File: src/rtl/fetch_stage.sv
// Instruction fetch: owns the PC, issues single-cycle word requests, and holds one
// fetched instruction for decode. One-edge latency; Stall holds a FULL entry and masks IMemReq.
module fetch_stage #(
  parameter logic [31:0] RESET_PC = 32'h0000_0000
) (
  input  logic        Clock,
  input  logic        Reset,
  input  logic        Stall,
  input  logic        BranchTaken,
  input  logic [31:0] BranchAddr,
  output logic        IMemReq,
  output logic [31:0] IMemAddr,
  input  logic        IMemReady,
  input  logic [31:0] IMemData,
  output logic [31:0] Instruction,
  output logic [31:0] InstrAddrOut,
  output logic        InstrValid
);

  localparam logic [31:0] WORD_MASK = 32'hFFFF_FFFC;

  logic [31:0] pc_q, pc_d;
  logic [31:0] instr_q, instr_d;
  logic [31:0] iaddr_q, iaddr_d;
  logic        vld_q, vld_d;
  logic        accept;

  // Request stays up while EMPTY even under Stall; only a held FULL entry blocks it.
  assign IMemReq  = !Reset && !(vld_q && Stall);
  assign IMemAddr = pc_q;
  assign accept   = IMemReq && IMemReady && !BranchTaken;

  always_comb begin
    pc_d    = pc_q;
    instr_d = instr_q;
    iaddr_d = iaddr_q;
    vld_d   = vld_q;
    if (BranchTaken) begin
      pc_d    = BranchAddr & WORD_MASK;
      instr_d = 32'h0;
      vld_d   = 1'b0;
    end else if (accept) begin
      pc_d    = pc_q + 32'd4;
      instr_d = IMemData;
      iaddr_d = pc_q;
      vld_d   = 1'b1;
    end else if (!Stall) begin
      instr_d = 32'h0;
      vld_d   = 1'b0;
    end
  end

  always_ff @(posedge Clock or posedge Reset) begin
    if (Reset) begin
      pc_q    <= RESET_PC & WORD_MASK;
      instr_q <= 32'h0;
      iaddr_q <= 32'h0;
      vld_q   <= 1'b0;
    end else begin
      pc_q    <= pc_d;
      instr_q <= instr_d;
      iaddr_q <= iaddr_d;
      vld_q   <= vld_d;
    end
  end

  assign Instruction  = instr_q;
  assign InstrAddrOut = iaddr_q;
  assign InstrValid   = vld_q;

endmodule

File: config.mk
export PLATFORM = sky130hd
export DESIGN_NAME = fetch_stage
export DESIGN_NICKNAME = d
export VERILOG_FILES = /design/src/rtl/fetch_stage.sv
export SDC_FILE = /design/constraint.sdc
export NUM_CORES = 1
export LEC_CHECK = 0
export CAP_MARGIN = 10
export CORE_MARGIN = 2
export CORE_UTILIZATION = 47
export DETAILED_ROUTE_END_ITERATION = 10
export PLACE_DENSITY_LB_ADDON = 0.12
export SKIP_LAST_GASP = 1
export SLEW_MARGIN = 40
export SYNTH_ARGS = -nofsm -noshare
export SYNTH_HDL_FRONTEND = slang
export SYNTH_SLANG_ARGS = --single-unit
File: constraint.sdc
create_clock -name Clock -period 6.3 [get_ports Clock]
set_input_delay 0.945 -clock Clock [delete_from_list [all_inputs] [get_ports Clock]]
set_output_delay 0.945 -clock Clock [all_outputs]
set_load 0.02 [all_outputs]
==> flow_metrics.py <==
metrics = {
    "placement": {
        "gp_congestion": 0.769,
        "post-dp-hpwl_um": 7150,
        "post_dp_cell_area_mm2": 0.00580,
        "io_buffer_count": 160,
        "dp.cells": 595,
    },
    "clock_network": {
        "htreeDepth": 3,
        "insertion_delay_ns": 0.36,
        "cts_resized": 0,
        "cts_tree": "done",
        "clock_path_buffers": 2,
        "cts_made_buffers": 9,
        "post_cts_buffers": 0,
        "ctsRootBufferMaster": "clkbuf_8",
        "cts_sinks": 93,
        "holdBufCountCts": 0,
        "clk_pin_slew_ns": 0.08,
    },
    "setup_path": {
        "cp_slowest_stage_delay_ns": 0.62,
        "cp-end-kind": "output port",
        "crit_top_cell": "clkdlybuf4s50_1",
        "worstPathCellList": "clkdlybuf4s50_1 > and2_4 > nor2_1 > clkdlybuf4s50_1",
        "critPathRequiredTime_ns": 5.35,
        "r2r_cells": 5,
        "worst_setup_path_start_kind": "input port",
        "critPathMaxFanout": 5,
        "crit_arrival_ns": 2.29,
        "crit_slowest_cell": "clkdlybuf4s50_1",
        "criticalPathCategory": "input port to output port",
    },
    "floorplanning": {
        "die_x_um": 98.0,
        "rows": 34,
        "pin_count": 167,
        "die_y_um": 98.0,
        "die_area_mm2": 0.00961,
        "core_region_area_mm2": 0.00864,
        "initial_core_util_pct": 48.1,
    },
    "layout": {
        "drive_gt1_share_pct": 13.7,
        "fin_cells": 611,
        "layout_commonest_cell": "clkdlybuf4s50_1",
        "fillers": 672,
        "final_cell_area_mm2": 0.00598,
        "post-route-util_pct": 69.2,
        "mostFrequentLayoutCells": "clkdlybuf4s50_1 (159), dfrtp_1 (93), nand2_1 (35)",
        "layout.nets": 568,
        "syn_to_final_growth_pct": 43.8,
        "antenna_cells": 0,
    },
    "logic_synthesis": {
        "async_reset_ff_share_pct": 100,
        "ys_seq_elements": 93,
        "syn_inst": 345,
        "yosysSeqAreaShare_pct": 56.0,
        "synth.distinct_cells": 40,
        "yosys-top-cells-area": "dfrtp_1 (56%), mux2_2 (8.7%), a22o_1 (6.7%)",
        "synth_top_area_cell": "dfrtp_1",
        "syn-cell-area_mm2": 0.00416,
        "avgSynthCellArea_um2": 12.0,
        "synth_ff_type": "dfrtp_1",
        "synth_edf_count": 0,
        "ys_warn_count": 0,
        "yosys.area.top_type_share_pct": 56.0,
    },
    "timing": {
        "rsz0062_at_grt": "false",
        "finalCriticalPeriod_ns": 3.23,
        "slew_violations": 0,
        "max_slew_margin_pct": 45.4,
        "final.setup_skew_ns": 0.0115,
        "setup_viol": 0,
        "period_share_pct": 51.3,
        "fmax_ghz": 0.310,
        "finalHoldViolCount": 0,
        "tightestPinTransition_ns": 0.815,
        "fin_setup_tns_ns": 0,
        "timing.hold.ws_ns": 0.493,
    },
    "detailed_routing": {
        "via_per_inst": 5.35,
        "detail-route-antenna-nets": 0,
        "drc": 0,
        "drt-initial-drc-count": 125,
        "firstDrtPassIters": 4,
        "wl_per_cell_um": 16.8,
        "vias": 3267,
        "wl_um": 10300,
    },
    "job": {
        "maxCapViolCount": 0,
    },
    "hold_path": {
        "hold_depth": 1,
        "hp-class": "flip-flop to flip-flop",
    },
    "global_routing": {
        "track_usage_pct": 21.7,
        "grt_pass1_vias": 3215,
        "grt_overflow": 0,
        "antenna_found_initial": 0,
        "grt_max_degree": 94,
        "grt_pass1_wl_um": 16600,
    },
    "pwr": {
        "irDropWorstVdd_mv": 0.177,
        "p_per_area_mw_per_mm2": 251,
        "leakage_nw": 2.44,
    },
    "status": {
        "outcome": "complete, no violations",
    },
}
## per-layer routing
| metal | GRT usage (%) | share of wire, % |
|---|---|---|
| met5 | 0 | 0 |
| met4 | 6.84 | 1.2 |
| met3 | 5.73 | 6.7 |
| met2 | 34.8 | 48 |
| met1 | 29.3 | 44 |
## final cells by class
class	count	area, um2	area share [%]
Sequential cell	93	2330	38.9
Multi-Input combinational cell	230	1710	28.7
Timing Repair Buffer	162	1610	27.0
Tap cell	108	135	2.26
Clock buffer	10	128	2.14
Clock inverter	6	45.0	0.754
Inverter	2	15.0	0.251
## flip-flops by register name, summed over array words and instances (netlist names)
register / flops
InstrAddrOut: 30
Instruction: 32
IMemAddr: 30
InstrValid: 1
## worst max-delay path, delay by kind of cell
kind | cells | cell delay, ns
simple gates | 2 | 0.27
buf+inv | 2 | 1.07
## synthesized netlist by cell type, types with 7 or more instances
cell / n
nand3_1: 12
buf_4: 8
o21ai_1: 18
xnor2_1: 11
xor2_1: 18
mux2_2: 32
a22o_1: 32
nor2_1: 10
clkbuf_1: 7
nand2_1: 35
dfrtp_1: 93
nand4_1: 16
buf_2: 7
## cells by family after synthesis
kind of cell               Yosys count  synth area share [%]
and+or+nand+nor                    102                  14.6
DFF                                 93                  56.0
AOI/OAI and AO/OA                   58                  9.96
muxes                               36                  9.72
xor gates and xnor gates            29                  6.11
buffers and inverters               25                  3.19
adders and majority gates            1                 0.301
other                                1                0.0902
## final timing paths
check                                     start                to  slack (ns)
min in group asynchronous                 Reset   InstrAddrOut[9]        1.14
worst min-delay path            InstrAddrOut[2]   InstrAddrOut[2]        0.49
worst min register to register  InstrAddrOut[2]   InstrAddrOut[2]        0.49
max in group asynchronous                 Reset       IMemAddr[4]        4.72
worst max-delay path                      Stall           IMemReq        3.07
worst max register to register       InstrValid  InstrAddrOut[26]        4.02
## where the power goes
part	internal (mW)	switching [mW]	leakage, nW
clock network	0.146	0.217	0.0793
logic	0.218	0.192	1.18
registers	0.667	0.0619	1.18
## per-stage QoR
stage          worst slack [ns]  power (mW)
2_1_floorplan              2.93       0.934
3_3_place_gp               2.86        1.14
4_1_cts                    3.07        1.51
3_5_place_dp               2.77        1.15
5_1_grt                    2.96        1.57
6_report                   3.07        1.50
(Power assumes the default switching activity.)
